--- src/rtl/ws_array_sequencer.sv ---
// Tile sequencer for a weight-stationary fp16 systolic array: loads weights, streams
// ifmap vectors and paces ofmap writes. All outputs are registered from next-state decode.
module ws_array_sequencer #(
    parameter int ROWS   = 8,
    parameter int COLS   = 8,
    parameter int RD_LAT = 1,
    parameter int CNT_W  = 12,
    parameter int AW_W   = (ROWS > 1) ? $clog2(ROWS) : 1
) (
    input  logic             i_clk,
    input  logic             i_rst,
    input  logic             i_start,
    input  logic             i_keep_weights,
    input  logic [CNT_W-1:0] i_num_vec,
    output logic             o_busy,
    output logic             o_done,
    output logic             o_stat_bit,
    output logic             o_op2_sel,
    output logic             o_out_sel,
    output logic             o_wgt_rd_en,
    output logic [AW_W-1:0]  o_wgt_rd_addr,
    output logic             o_ifm_rd_en,
    output logic [CNT_W-1:0] o_ifm_rd_addr,
    output logic             o_ofm_wr_en,
    output logic [CNT_W-1:0] o_ofm_wr_addr
);

    localparam int OUT_LAT = RD_LAT + ROWS;
    localparam logic [CNT_W:0] ROWS_LAST = (CNT_W+1)'(ROWS - 1);
    localparam logic [CNT_W:0] LAT_LAST  = (CNT_W+1)'(RD_LAT - 1);

    // Column count has no effect on sequencing; the array width only matters externally.
    if (COLS < 1) begin : g_colsUnused
    end

    typedef enum logic [2:0] {
        S_IDLE,
        S_LOAD_W,
        S_LATCH_W,
        S_COMPUTE,
        S_DRAIN,
        S_DONE
    } state_t;

    state_t             r_state;
    state_t             w_nextState;
    logic [CNT_W:0]     r_cnt;
    logic [CNT_W:0]     w_nextCnt;
    logic [CNT_W-1:0]   r_numVec;
    logic               r_weightsValid;
    logic               w_startTaken;
    logic [OUT_LAT-2:0] r_pipe;
    logic [CNT_W:0]     r_wrCnt;
    logic [CNT_W:0]     w_wrCntNext;

    assign w_wrCntNext = r_wrCnt + {{CNT_W{1'b0}}, o_ofm_wr_en};

    always_comb begin
        w_nextState  = r_state;
        w_nextCnt    = r_cnt + 1'b1;
        w_startTaken = 1'b0;
        case (r_state)
            S_IDLE: begin
                w_nextCnt = '0;
                if (i_start) begin
                    w_startTaken = 1'b1;
                    if (i_keep_weights && r_weightsValid)
                        w_nextState = (i_num_vec == '0) ? S_DONE : S_COMPUTE;
                    else
                        w_nextState = S_LOAD_W;
                end
            end
            S_LOAD_W: begin
                if (r_cnt == ROWS_LAST) begin
                    w_nextState = S_LATCH_W;
                    w_nextCnt   = '0;
                end
            end
            S_LATCH_W: begin
                if (r_cnt == LAT_LAST) begin
                    w_nextState = (r_numVec == '0) ? S_DONE : S_COMPUTE;
                    w_nextCnt   = '0;
                end
            end
            S_COMPUTE: begin
                if ((r_cnt + 1'b1) == {1'b0, r_numVec}) begin
                    w_nextState = S_DRAIN;
                    w_nextCnt   = '0;
                end
            end
            S_DRAIN: begin
                w_nextCnt = '0;
                // Count includes the write happening this cycle so DONE follows the last write.
                if (w_wrCntNext == {1'b0, r_numVec})
                    w_nextState = S_DONE;
            end
            S_DONE: begin
                w_nextCnt   = '0;
                w_nextState = S_IDLE;
            end
            default: begin
                w_nextCnt   = '0;
                w_nextState = S_IDLE;
            end
        endcase
    end

    always_ff @(posedge i_clk) begin
        if (i_rst) begin
            r_state        <= S_IDLE;
            r_cnt          <= '0;
            r_numVec       <= '0;
            r_weightsValid <= 1'b0;
        end else begin
            r_state <= w_nextState;
            r_cnt   <= w_nextCnt;
            if (w_startTaken)
                r_numVec <= i_num_vec;
            if (r_state == S_IDLE && w_nextState == S_LOAD_W)
                r_weightsValid <= 1'b0;
            else if (r_state == S_LATCH_W && w_nextState != S_LATCH_W)
                r_weightsValid <= 1'b1;
        end
    end

    always_ff @(posedge i_clk) begin
        if (i_rst) begin
            o_busy        <= 1'b0;
            o_done        <= 1'b0;
            o_stat_bit    <= 1'b0;
            o_op2_sel     <= 1'b0;
            o_out_sel     <= 1'b0;
            o_wgt_rd_en   <= 1'b0;
            o_wgt_rd_addr <= '0;
            o_ifm_rd_en   <= 1'b0;
            o_ifm_rd_addr <= '0;
        end else begin
            o_busy        <= (w_nextState != S_IDLE);
            o_done        <= (w_nextState == S_DONE);
            o_stat_bit    <= (w_nextState != S_IDLE);
            o_op2_sel     <= (w_nextState == S_LATCH_W) && (w_nextCnt == LAT_LAST);
            o_out_sel     <= (w_nextState == S_COMPUTE) || (w_nextState == S_DRAIN);
            o_wgt_rd_en   <= (w_nextState == S_LOAD_W);
            o_wgt_rd_addr <= (w_nextState == S_LOAD_W) ?
                             (AW_W'(ROWS - 1) - w_nextCnt[AW_W-1:0]) : '0;
            o_ifm_rd_en   <= (w_nextState == S_COMPUTE);
            o_ifm_rd_addr <= (w_nextState == S_COMPUTE) ? w_nextCnt[CNT_W-1:0] : '0;
        end
    end

    // Write pacing is a pure delay of the ifmap read strobe, independent of FSM state.
    always_ff @(posedge i_clk) begin
        if (i_rst) begin
            r_pipe        <= '0;
            r_wrCnt       <= '0;
            o_ofm_wr_en   <= 1'b0;
            o_ofm_wr_addr <= '0;
        end else begin
            r_pipe[0] <= o_ifm_rd_en;
            for (int i = 1; i < OUT_LAT - 1; i++)
                r_pipe[i] <= r_pipe[i-1];
            o_ofm_wr_en   <= r_pipe[OUT_LAT-2];
            o_ofm_wr_addr <= r_pipe[OUT_LAT-2] ? w_wrCntNext[CNT_W-1:0] : '0;
            r_wrCnt       <= w_startTaken ? '0 : w_wrCntNext;
        end
    end

endmodule

--- config.mk ---
export PLATFORM = sky130hd
export DESIGN_NAME = ws_array_sequencer
export DESIGN_NICKNAME = d
export VERILOG_FILES = /design/src/rtl/ws_array_sequencer.sv
export SDC_FILE = /design/constraint.sdc
export NUM_CORES = 1
export LEC_CHECK = 0
export ABC_AREA = 1
export CAP_MARGIN = 20
export CORE_MARGIN = 3
export CORE_UTILIZATION = 25
export CTS_CLUSTER_DIAMETER = 30
export DETAILED_ROUTE_END_ITERATION = 16
export PLACE_DENSITY = 0.51
export SYNTH_ARGS = -nofsm -noshare
export SYNTH_HDL_FRONTEND = slang
export SYNTH_SLANG_ARGS = --single-unit
--- constraint.sdc ---
create_clock -name i_clk -period 3.1 [get_ports i_clk]
set_clock_uncertainty 0.1 [all_clocks]
set_input_delay 0.93 -clock i_clk [delete_from_list [all_inputs] [get_ports i_clk]]
set_output_delay 0.93 -clock i_clk [all_outputs]
set_load 0.02 [all_outputs]
==> metrics.txt, run 1 <==
Final Total Pwr=2.323 mW; Die Wd=approximately 130 um; largest net degree at the start of global routing=26; first-pass iteration count of the detailed router=4; Max Freq=~360 MHz; setup repair bufs after CTS=0; Synth cell types=34; Iteration-0 DRC Markers=roughly 260; Synth-to-Final Area Change=26.58%; Core Box Area=roughly 0.015 mm^2; Layout Nets=629; Placer Congestion=approximately 0.86; Slew Limit Fails=0; Post-Syn Nets=around 570; post-synth top area share=0.4351; Hold EP=r_pipe[7]$_SDFF_PP0_; final setup fails=0; r2r startpoint=r_cnt[0]$_SDFF_PP0_; die height=130.3 um; Post-synth top flop=dfxtp_1; fill count=roughly 1.6k; DR vias=about 3.4k; most common cell in the synthesized netlist=nand2_1; largest area contributor in the netlist=dfxtp_1; Post-synth EDFFs=0; Clock Pin Slew Worst Setup and Hold Paths=0.06 ns; cts hold-fix bufs=0; CTS Buf Count=9; gr ovfl total=0; register-to-register setup slack=between 0.4 and 0.5 ns; worst-path fanout max=3; worst min-delay path class=reg2reg; share of layout cells above drive strength 1=0.1075; global-route wire length before repair=between 15 and 20 mm; pwr/cell area=between 400 and 500 mW/mm^2; die area=~0.017 mm^2; Worst Tran Pin Value=slightly above 0.5 ns; Tcrit/Tclk final=0.8870; dpl hpwl=7.761 mm; antenna viol nets, final=0; Antenna Diode Count=0; Slew HR=0.6580; WL final=~10 mm; clk sinks=84; Avg Cell Area, Syn=between 7 and 8 um^2; Data required, critical path=3.24 ns; Port Buffers=50; cell depth of the worst hold path=2; Skew-Pair Late Insertion Delay=0.35 ns; GRT Total Usage=0.1277; RSZ-0062 raised after global routing=false; Mapped Area=a little under 0.004 mm^2; fraction of registers with async set/reset=0; reg2reg end=o_op2_sel$_SDFF_PP0_; maximum vdd drop=between 0.2 and 0.3 mV; I/O pins=51; Root Driver=clkbuf_16; top post-synthesis cells by count=nand2_1, dfxtp_1, nor2_1; post-synthesis sequential area ratio=0.4351; Clock Tree Buf Depth=2; worst reg-to-reg path cell count=18; Crit Path Class=in2reg; Static Leakage=2.029 nW; CTS tree=yes; max cap viols=0; # rows=between 40 and 50; number of global-route vias before repair=between 3k and 4k; DR WL/cell=12.58 um; initial antenna violation count=0; Worst EP arrival=~2.9 ns; status=finished, final reports clean; Via density=about 4.3; Cells after Synth=around 550; DR DRC count=0; #FFs+latches synth=between 80 and 90; Yosys warnings=0; cells resized by post-CTS repair=0; Worst setup EP type=flop; crit path launch type=primary input; Final min period=2.750 ns; min-delay src=r_pipe[6]$_SDFF_PP0_; H-tree depth=3; Synth area leaders=dfxtp_1, nand2_1, nor2_1; Initial Util=0.2610; Fin. Hold Viols=0; setup_tns=0 ns
==> routing by layer <==
layer / vias up / share of wire / track usage
met5: - / 0 / 0
met4: 0 / 0.017 / 0.05082
met3: 11 / 0.046 / 0.02906
met2: 53 / 0.43 / 0.1986
met1: 1495 / 0.51 / 0.1718
li1: 1854 / - / -
==> per-stage QoR <==
step | hold slack (ns) | instance area (um^2) | util | setup slack [ns] | std cells
floorplan | 0.2883 | 3865 | - | 0.8534 | 551
global placement | 0.2942 | 4608 | 0.3112 | -0.01756 | 782
detailed placement | 0.2929 | 4608 | 0.3112 | -0.02400 | 782
CTS | 0.3001 | 4892 | 0.3303 | 0.3468 | 798
global route | 0.3235 | 4892 | 0.3303 | 0.1626 | 798
finish | 0.2926 | 4892 | 0.3303 | 0.3504 | 798
==> sequential cells by signal (all words and copies together) (netlist names) <==
name / cells
r_pipe: 8
o_out_sel: 1
o_stat_bit: 1
o_ifm_rd_addr: 12
o_ofm_wr_en: 1
o_op2_sel: 1
o_wgt_rd_addr: 3
o_ifm_rd_en: 1
o_wgt_rd_en: 1
o_ofm_wr_addr: 12
o_done: 1
r_state: 3
r_cnt: 13
r_weightsValid: 1
r_wrCnt: 13
r_numVec: 12
==> placed cells by master, fill, tap and decap left out <==
cell and n:
nor3_1 10, clkinvlp_4 2, o21bai_1 1, nand4_1 7, inv_2 6, dfxtp_1 84, nand2_2 8, and2_1 1
nor2_1 82, o31ai_1 2, a21oi_1 19, clkbuf_16 9, a21boi_0 2, nor2_2 13, nand3_1 46, xor2_1 5
nor3_2 1, inv_1 71, inv_6 3, clkdlybuf4s50_1 50, o21ai_1 1, nor4_1 6, or3b_2 1, buf_4 7
nand2_1 135, nor2_4 3, nand3_2 4, nor2_8 1, clkinv_1 2, clkinv_4 2, nand2_4 4, ha_1 4
o41ai_1 2, buf_12 1, o21ai_0 16, o21ai_2 1, xnor2_1 2
==> worst max path at each step <==
stage	to	depth (start not counted)	from	slack, ns
3_3_place_gp	o_ifm_rd_en$_SDFF_PP0_	11	i_num_vec[11]	-0.02
3_5_place_dp	r_weightsValid$_SDFFE_PP0P_	11	i_num_vec[11]	-0.02
4_1_cts	r_weightsValid$_SDFFE_PP0P_	11	i_num_vec[11]	0.35
5_1_grt	o_op2_sel$_SDFF_PP0_	18	r_cnt[0]$_SDFF_PP0_	0.16
2_1_floorplan	o_ifm_rd_en$_SDFF_PP0_	15	o_ofm_wr_en$_SDFF_PP0_	0.85
6_report	r_weightsValid$_SDFFE_PP0P_	11	i_num_vec[11]	0.35
==> where the power goes <==
group	internal [mW]	total, mW	switching (mW)
Clock	0.553	1.02	0.464
Sequential	1.10	1.12	0.0210
Combinational	0.0733	0.184	0.111
==> cell families (layout without fill, tap and decap cells) <==
family                     Yosys count  in the layout  synth area share
AOI/OAI and AO/OA                   44             44           0.06313
xor gates and xnor gates             7              7           0.01586
buffers and inverters               90            153           0.09226
DFF                                 84             84            0.4351
adders and majority gates            4              4           0.01295
and+or+nand+nor                    322            322            0.3807
==> worst max-delay path, cell delays in order <==
cell and delay [ns]:
clkdlybuf4s50_1 0.41, nor4_1 0.38, buf_4 0.19, nand3_1 0.15
nand2_1 0.11, nand3_1 0.07, a21oi_1 0.21, nand2_2 0.11
inv_2 0.08, nand4_1 0.09, and2_1 0.15
==> area by class of cell <==
type / count / area (um^2) / share of cell area
flip-flops and latches: 84 / 1682 / 0.3437
multi-input cells: 377 / 1827 / 0.3734
clock buffers: 9 / 225.2 / 0.04604
well taps: 184 / 230.2 / 0.04706
repair buffers: 58 / 573.1 / 0.1171
clock inverters: 7 / 58.81 / 0.01202
inverters: 79 / 296.5 / 0.06061
Power figures use the tool's default switching activity.
==> run 2: changes to the inputs <==
--- a/config.mk
+++ b/config.mk
@@ -12,6 +12,7 @@
 export CTS_CLUSTER_DIAMETER = 30
 export DETAILED_ROUTE_END_ITERATION = 16
 export PLACE_DENSITY = 0.51
+export SETUP_SLACK_MARGIN = 0.4
 export SYNTH_ARGS = -nofsm -noshare
 export SYNTH_HDL_FRONTEND = slang
 export SYNTH_SLANG_ARGS = --single-unit
==> constraint.sdc (replaced) <==
create_clock -name i_clk -period 2.9 [get_ports i_clk]
set_clock_uncertainty 0.1 [all_clocks]
set_input_delay 0.87 -clock i_clk [delete_from_list [all_inputs] [get_ports i_clk]]
set_output_delay 0.87 -clock i_clk [all_outputs]
set_load 0.02 [all_outputs]
==> run 2 against run 1 <==
  * Cell count grew 2.3%
  * First-iteration DRC count is 22% lower
  * Combinational power grew 22%
  * Critical path type unchanged
  * Setup slack better by 0.12 ns
  * Non-clock buffer count is 18 higher
  * Routed wire length increased by 2.7%
  * Critical endpoint is now r_wrCnt[7]$_SDFF_PP0_
  * Sequential power rose by 7%
  * Register-to-register slack better by 0.09 ns
  * Worst hold slack improved by 0.0084 ns
  * Core utilization up 2.8 points
  * Clock-buffer cell count stayed put
==> metrics.txt, run 2 (synthesized netlist as in run 1, its figures left out) <==
# rows=44 (unchanged); Static Leakage=2.279 nW (+12%); worst setup margin=0.4752 ns (+0.1248 ns); maximum vdd drop=0.2703 mV (+5.2%); WL final=10.30 mm (+2.7%); initial antenna violation count=0 (unchanged); Root Driver=clkbuf_16; clk sinks=84 (unchanged); Clock Tree Buf Depth=2 (unchanged); largest net degree at the start of global routing=26 (unchanged); Max Freq=~410 MHz; worst min-delay path class=reg2reg; Tcrit/Tclk final=0.8361; die height=130.3 um (unchanged); cts hold-fix bufs=0 (unchanged); GRT Total Usage=0.1250 (-0.002669); first-pass iteration count of the detailed router=5 (+1); Fin. Hold Viols=0 (unchanged); Core Box Area=0.01481 mm^2 (unchanged); register-to-register setup slack=0.54 ns (+0.09 ns); Antenna Diode Count=0 (unchanged); Slew Limit Fails=0 (unchanged); antenna viol nets, final=0 (unchanged); DR WL/cell=12.62 um (+0.39%); worst reg-to-reg path cell count=17 (-1); number of global-route vias before repair=3,385 (-0.82%); CP cell instances=clkdlybuf4s50_1 > clkinv_1 > nand2_1 > nor2_1; Iteration-0 DRC Markers=205 (-22%); final setup fails=0 (unchanged); biggest registers after layout=r_cnt (13), r_wrCnt (13); Placer Congestion=0.8499 (-1.3%); global-route wire length before repair=16.58 mm (-1.7%); status=finished, final reports clean; dpl hpwl=7.712 mm (-0.63%); DR DRC count=0 (unchanged); commonest cells after routing, fill and taps aside=nand2_1, dfxtp_1, nor2_1; I/O pins=51 (unchanged); share of layout cells above drive strength 1=0.1899 (+0.08238); end point of the critical path=r_wrCnt[7]$_SDFF_PP0_; Clock Pin Slew Worst Setup and Hold Paths=0.07 ns (about the same); Synth-to-Final Area Change=37.42%; H-tree depth=3 (unchanged); Worst Tran Pin Value=0.5607 ns (+0.04898 ns); slowest stage delay, CP=0.61 ns (+0.20 ns); Worst setup EP type=flop; Hold WS=0.3010 ns (+0.008403 ns); gr ovfl total=0 (unchanged); Layout Utilization=0.3587 (+0.02830); Final min period=~2.4 ns; crit path launch type=primary input; RSZ-0062 raised after global routing=true; Placement Setup Slack=-0.04569 ns (-0.02169 ns); pwr/cell area=502.8 mW/mm^2 (+5.9%); CTS Buf Count=9 (unchanged); Layout Nets=647 (+2.9%); Crit Path Class=in2reg; slowest CP cell=nand2_1; DR vias=3,524 (+3.3%); Post-Place Cells=789 (+0.90%); die area=0.01699 mm^2 (unchanged); non-filler instance count after layout=816 (+2.3%); Worst EP arrival=2.54 ns (-0.34 ns); Initial Util=0.2610 (unchanged); most common cell after layout, fill and taps aside=nand2_1; Via density=4.319 (+0.97%); reg2reg end=o_ifm_rd_addr[0]$_SDFF_PP0_; Data required, critical path=3.02 ns (-0.22 ns); Skew-Pair Late Insertion Delay=0.35 ns (about the same); max cap viols=0 (unchanged); r2r startpoint=r_cnt[0]$_SDFF_PP0_; worst setup path startpoint=i_rst; cell depth of the worst hold path=2 (unchanged); worst-path fanout max=13 (+10); Slew HR=0.6239 (-0.03414); Die Wd=130.3 um (unchanged); CTS tree=yes; Port Buffers=50 (unchanged)
==> run 2: cell count changes in the layout (fill, tap and decap cells not counted), sizes merged <==
cell,delta
buf,+17
clkbuf,+1
bufinv,+2
clkinv,-1
clkinvlp,+1
clkdlybuf4s50,-9
inv,-2
dlymetal6s2s,+9
==> run 2: layout make-up <==
cell class / count / area (um^2)
clock buffer: 9 / 225.2
clock inverter: 7 / 100.1
fill: 1511 / 9498
inverter: 79 / 304.0
multi-input combinational: 377 / 2006
sequential: 84 / 1694
tap: 184 / 230.2
timing repair buffer: 76 / 752.0
==> run 2: routing by layer <==
| layer | track usage | share of wire | up-vias |
|---|---|---|---|
| met4 | 0.04840 | 0.012 | 0 |
| met2 | 0.1937 | 0.44 | 62 |
| met1 | 0.1694 | 0.51 | 1566 |
| met5 | 0 | 0 | - |
| li1 | - | - | 1887 |
| met3 | 0.02824 | 0.041 | 9 |
==> run 2: worst max-delay path: cells and delay by family <==
kind | cells | cell delay [ns]
buffers and inverters | 2 | 0.95
AND/OR/NAND/NOR | 2 | 0.71
==> run 2: how the worst min path moves through the flow <==
stage / slack [ns] / start / endpoint
2_1_floorplan: 0.29 / r_pipe[0]$_SDFF_PP0_ / r_pipe[1]$_SDFF_PP0_
3_3_place_gp: 0.29 / r_pipe[4]$_SDFF_PP0_ / r_pipe[5]$_SDFF_PP0_
3_5_place_dp: 0.29 / r_pipe[6]$_SDFF_PP0_ / r_pipe[7]$_SDFF_PP0_
4_1_cts: 0.30 / r_pipe[6]$_SDFF_PP0_ / r_pipe[7]$_SDFF_PP0_
5_1_grt: 0.32 / r_pipe[5]$_SDFF_PP0_ / r_pipe[6]$_SDFF_PP0_
6_report: 0.30 / r_pipe[6]$_SDFF_PP0_ / r_pipe[7]$_SDFF_PP0_
==> run 2: per-stage QoR <==
stage               area [um^2]  TNS, ns  power [mW]
finish                     5311        0       2.671
global route               5311        0       2.772
CTS                        5021        0       2.689
detailed placement         4661  -0.6507       1.431
global placement           4661        0       1.431
floorplan                  3865        0       1.345
==> run 2: what timing repair did <==
| item | CTS | global route |
|---|---|---|
| cloned | 0 | 1 |
| buffers inserted | 0 | 10 |
| endpoints found under the setup margin | 21 | 26 |
| gates resized for setup | 9 | 53 |
| pin swaps | 2 | 19 |
==> run 2: report_power, final <==
part	switching (mW)	internal, mW	leakage [nW]
combinational	0.131	0.0923	1.45
sequential	0.0246	1.18	0.684
clock	0.489	0.758	0.148
==> run 3: changes to the inputs <==
--- a/config.mk
+++ b/config.mk
@@ -11,7 +11,7 @@
 export CORE_UTILIZATION = 25
 export CTS_CLUSTER_DIAMETER = 30
 export DETAILED_ROUTE_END_ITERATION = 16
-export PLACE_DENSITY = 0.51
+export PLACE_DENSITY = 0.53
 export SETUP_SLACK_MARGIN = 0.4
 export SYNTH_ARGS = -nofsm -noshare
 export SYNTH_HDL_FRONTEND = slang
==> constraint.sdc (replaced) <==
create_clock -name i_clk -period 2.1 [get_ports i_clk]
set_clock_uncertainty 0.1 [all_clocks]
set_input_delay 0.63 -clock i_clk [delete_from_list [all_inputs] [get_ports i_clk]]
set_output_delay 0.63 -clock i_clk [all_outputs]
set_load 0.02 [all_outputs]
==> run 3 against run 2 <==
  * The run now ends with setup timing left
  * Global-route usage is 1.5 points higher
  * First-iteration DRC count is 28% lower
  * Combinational power rose by 71%
  * Clock-buffer cell count up 1
  * Clock power grew 24%
  * Die area stayed put
  * Worst hold slack better by 0.0020 ns
==> metrics.txt, run 3 (synthesized netlist as in run 1, its figures left out) <==
Placer Congestion=0.8559 (+0.71%); Crit Path Class=reg2reg; Tcrit/Tclk final=1.102; Synth-to-Final Area Change=58.40%; global-route wire length before repair=18.53 mm (+12%); first-pass iteration count of the detailed router=4 (-1); Final Total Pwr=3.590 mW (+34%); RSZ-0062 raised after global routing=true; Worst setup EP type=flop; Slew HR=0.6901 (+0.06624); DR DRC count=0 (unchanged); status=finished, violations left; dpl hpwl=8.182 mm (+6.1%); largest net degree at the start of global routing=26 (unchanged); switch share=0.2539 (+0.01236); Clock Pin Slew Worst Setup and Hold Paths=0.06 ns (about the same); Iteration-0 DRC Markers=148 (-28%); crit path launch type=flop; share of layout cells above drive strength 1=0.3713 (+0.1814); NetSw=0.9113 mW (+41%); Internal=2.679 mW (+32%); worst min-delay path class=reg2reg; antenna viol nets, final=0 (unchanged); initial antenna violation count=0 (unchanged); DR WL/cell=12.68 um (+0.47%); Final min period=~2.3 ns; Root Driver=clkbuf_16; Clock power frac=0.433 (-0.034); CTS tree=yes; die area=0.01699 mm^2 (unchanged); fill count=1,512 (+0.066%); Port Buffers=50 (unchanged); CTS Buf Count=9 (unchanged); cts hold-fix bufs=0 (unchanged); Antenna Diode Count=0 (unchanged); Post-Place Cells=858 (+8.7%); Die Wd=130.3 um (unchanged); part of the power in registers=0.460 (+0.011); Skew-Pair Late Insertion Delay=0.35 ns (about the same); final setup fails=34 (+34); register area=0.001697 mm^2 (+0.15%); Core Box Area=0.01481 mm^2 (unchanged); Data required, critical path=2.28 ns (-0.74 ns); Placement Setup Slack=-0.8060 ns (-0.7603 ns); Clock Tree Buf Depth=2 (unchanged); Fin. Hold Viols=0 (unchanged); failing checks=setup timing; DR vias=3,887 (+10%); I/O pins=51 (unchanged); Max Freq=431.9 MHz; max cap viols=0 (unchanged); area of the multi-input gates=0.002235 mm^2 (+11%); Via density=4.343 (+0.56%); most common cell after layout, fill and taps aside=nand2_1; clk sinks=84 (unchanged); Comb power frac=0.107 (+0.023); GRT Total Usage=0.1398 (+0.01480); # rows=44 (unchanged); WL final=11.35 mm (+10%); worst-path fanout max=7 (-6); H-tree depth=3 (unchanged); maximum vdd drop=0.4131 mV (+53%); number of global-route vias before repair=3,839 (+13%); worst setup margin=-0.2151 ns (-0.6904 ns); Static Leakage=2.734 nW (+20%); pwr/cell area=586.4 mW/mm^2 (+17%); gr ovfl total=0 (unchanged); non-filler instance count after layout=895 (+9.7%); Initial Util=0.2610 (unchanged); Slew Limit Fails=0 (unchanged); Worst Tran Pin Value=0.4631 ns (-0.09761 ns); biggest registers after layout=r_cnt (13), r_wrCnt (13); Worst EP arrival=2.50 ns (-0.04 ns); commonest cells after routing, fill and taps aside=nand2_1, buf_4, dfxtp_1; Layout Nets=726 (+12%); die height=130.3 um (unchanged)
[run 3: cell count changes in the layout (fill, tap and decap cells not counted), sizes merged, moves of 7 or more]
cell and change:
clkdlybuf4s50 -33, buf +84, dlygate4sd2 +7, dlymetal6s2s -9, clkdlybuf4s15 +22, clkbuf +7
[run 3: stage by stage]
stage	util	hold slack (ns)	cell area, um^2	setup TNS, ns
after floorplan	-	0.2883	3973	0
after global placement	0.3591	0.2931	5318	-18.42
after detailed placement	0.3591	0.2953	5318	-18.92
after CTS	0.4111	0.3037	6088	-4.349
after global routing	0.4134	0.3310	6122	-10.48
final	0.4134	0.3030	6122	-4.928
[run 3: what timing repair did]
item	4_1_cts	5_1_grt
pin swaps	24	13
setup buffers	16	2
gates resized for setup	183	32
gates cloned	3	0
setup endpoints to repair	98	62
[run 3: power groups by stage]
stage	Sequential, mW	Combinational [mW]	Clock (mW)
final	1.65	0.383	1.55
after global routing	1.66	0.424	1.66
after CTS	1.65	0.374	1.61
after detailed placement	1.69	0.341	0
after global placement	1.69	0.339	0
after floorplan	1.69	0.170	0
[run 3: routing by layer]
metal	wire, um	GRT usage	vias to the layer above
li1	-	-	2042
met1	5356	0.1804	1750
met2	5292	0.2260	75
met3	398	0.02865	20
met4	303	0.06171	0
met5	0	0	-
[run 3: path summary, 6_finish.rpt]
kind / cells after the start / startpoint / to / slack, ns
hold / removal: 2 / r_pipe[6]$_SDFF_PP0_ / r_pipe[7]$_SDFF_PP0_ / 0.30
setup reg to reg: 14 / o_ofm_wr_en$_SDFF_PP0_ / o_ifm_rd_addr[11]$_SDFF_PP0_ / -0.22
setup / recovery: 14 / o_ofm_wr_en$_SDFF_PP0_ / o_ifm_rd_addr[11]$_SDFF_PP0_ / -0.22
hold reg to reg: 2 / r_pipe[6]$_SDFF_PP0_ / r_pipe[7]$_SDFF_PP0_ / 0.30
[run 3: cell type report]
class                      count  area share
inverter                      79     0.05048
tap                          184     0.03760
multi-input combinational    379      0.3650
clock buffer                  10     0.04087
clock inverter                 6    0.007153
sequential                    84      0.2771
timing repair buffer         153      0.2217
[run 3: worst max-delay path: stages, from the launching register on]
cell      delay (ns)
dfxtp_4         0.38
ha_4            0.14
nand2_4         0.07
nor2_4          0.16
nand2_4         0.09
o21bai_1        0.19
nand2_2         0.10
xor2_1          0.19
nand3_2         0.11
nor2_4          0.17
nor2_4          0.06
nand2_4         0.09
nand3_4         0.12
buf_12          0.18
nor2_2          0.07
==> RTL change (config.mk and constraints of run 2) <==
`o_ofm_wr_addr` no longer has a reset.
--- a/src/rtl/ws_array_sequencer.sv
+++ b/src/rtl/ws_array_sequencer.sv
@@ -154,16 +154,18 @@
             r_pipe        <= '0;
             r_wrCnt       <= '0;
             o_ofm_wr_en   <= 1'b0;
-            o_ofm_wr_addr <= '0;
         end else begin
             r_pipe[0] <= o_ifm_rd_en;
             for (int i = 1; i < OUT_LAT - 1; i++)
                 r_pipe[i] <= r_pipe[i-1];
             o_ofm_wr_en   <= r_pipe[OUT_LAT-2];
-            o_ofm_wr_addr <= r_pipe[OUT_LAT-2] ? w_wrCntNext[CNT_W-1:0] : '0;
             r_wrCnt       <= w_startTaken ? '0 : w_wrCntNext;
         end
     end
 
+    always_ff @(posedge i_clk) begin
+        o_ofm_wr_addr <= r_pipe[OUT_LAT-2] ? w_wrCntNext[CNT_W-1:0] : '0;
+    end
+
 endmodule
 
Behaviour: same outputs for any inputs over 10 cycles, from zero or initial values and one cycle with i_rst high; that may be too few to reach the edited logic, so the function may still have changed.
==> RTL change against run 2 <==
Worst setup slack lost 25 ps; critical endpoint is now r_weightsValid$_SDFFE_PP0P_; largest power group unchanged; wire length grew 1.9%; power grew 0.21%; sequential cell count is the same; area after synthesis shrank 2.7%; die area shrank 2.5%; final area shrank 0.82%.
==> RTL change: results (changes against run 2) <==
========================================================================
Leak Pwr                                                         2.07 nW   was 2.28 nW
First-pass GRT wire length                                      16700 um   was 16600 um
List of most frequent post-synthesis cells                  nand2_1 (117), nor2_1 (99), dfxtp_1 (84)   was nand2_1 (135), dfxtp_1 (84), nor2_1 (82)
Critical path arrival                                            2570 ps   was 2540 ps
Post-detail-place hpwl                                           7610 um   was 7710 um
Peak supply drop                                              0.000272 V   was 0.000270 V
Unique masters post-synth                                             32   was 34
Worst reg2reg path depth                                              16   was 17
Pin count of the biggest net entering global routing                  27   was 26
Detailed router's first-iteration violation count                    275   was 205
Share of layout cells above drive strength 1                       0.177   was 0.190
Syn_nets                                                             557   was 571
Via-to-Cell Ratio                                                   4.41   was 4.32
Global-route met1 utilization                                      0.169   about the same
Vias in the first global route                                      3366   was 3385
Outcome                                                     finished, final reports clean   unchanged
Combined global-route utilization of all metal layers              0.126   was 0.125
Routed wire length                                              10500 um   was 10300 um
Most area-consuming cells after synthesis                   dfxtp_1 (45%), nand2_1 (12%), nor2_1 (9.9%), inv_1 (7.7%), nand3_1 (5.3%)   was dfxtp_1 (44%), nand2_1 (13%), nor2_1 (8.0%), inv_1 (6.9%), nand3_1 (6.0%)
Number of fill cells                                                1552   was 1511
Global routing usage on met2                                       0.201   was 0.194
Sequential area share after synthesis                              0.447   was 0.435
Met3 capacity usage during global routing                         0.0245   was 0.0282
Worst slew slack as a fraction of its limit                        0.543   was 0.624
Final weighted congestion in routability-driven placement          0.889   was 0.850
Quantity of I/O buffers inserted on ports                             50   unchanged
========================================================================
RTL change: cell types whose count changed in the layout (fill, tap and decap cells not counted), sizes merged, moves of 3 or more:
cell and delta:
xor2 +3, nand2 -24, nor2 +5, nand3 -3, dlymetal6s2s -5, clkdlybuf4s50 +3
o21ai +4
RTL change: kinds of logic (layout without fill, tap and decap cells):
logic type               after synthesis  after routing  synth area share
AND/OR/NAND/NOR                      300            302             0.351
flip-flops                            84             84             0.447
AO/OA/AOI/OAI                         49             49            0.0692
buffers and inverters                 89            171            0.0938
adder cells (fa/ha/maj)                4              4            0.0133
XOR/XNOR                              11             11            0.0256
RTL change: layout make-up:
class,count,share of cell area
clock buffer,10,0.0435
clock inverter,6,0.0183
inverter,78,0.0561
multi-input combinational,366,0.380
sequential,84,0.322
tap,184,0.0437
timing repair buffer,77,0.136
RTL change: where the power goes:
group / switching (mW) / internal, mW
Combinational: 0.135 / 0.0912
Sequential: 0.0234 / 1.18
Clock: 0.486 / 0.765
Total: 0.645 / 2.03
RTL change: per-layer routing:
layer | routed length, um | part of all wire
met1 | 5000 | 0.48
met2 | 4930 | 0.47
met3 | 400 | 0.038
met4 | 165 | 0.016
met5 | 0 | 0
RTL change: repair_timing:
action | CTS | global route
setup endpoints to repair | 21 | 26
hold endpoints to repair | 0 | 0
setup buffers | 4 | 14
cloned | 0 | 2
pin swaps | 4 | 26
resized for setup | 17 | 61
RTL change: final timing paths:
path,from,end,slack (ps)
min,r_pipe[3]$_SDFF_PP0_,r_pipe[4]$_SDFF_PP0_,300
max,i_num_vec[2],r_weightsValid$_SDFFE_PP0P_,450
min reg2reg,r_pipe[3]$_SDFF_PP0_,r_pipe[4]$_SDFF_PP0_,300
max reg2reg,r_cnt[0]$_SDFF_PP0_,o_ifm_rd_addr[10]$_SDFF_PP0_,480
RTL change: through the flow:
step           setup TNS [ps]  setup slack, ps  cells  instance area [um^2]
2_1_floorplan               0              581    537                  3760
3_3_place_gp             -907            -69.0    769                  4500
3_5_place_dp             -693            -62.3    769                  4500
4_1_cts                     0              414    789                  4920
5_1_grt                     0              353    805                  5270
6_report                    0              450    805                  5270
RTL change: critical path, stage by stage:
cell             delay [ps]
clkdlybuf4s50_1         440
nor4_2                  280
buf_4                   170
nand2_1                  50
nand2_1                  70
nand3_1                  90
a21oi_2                 170
nand2_4                 130
buf_4                   150
nor2_1                   70
a31oi_1                  80
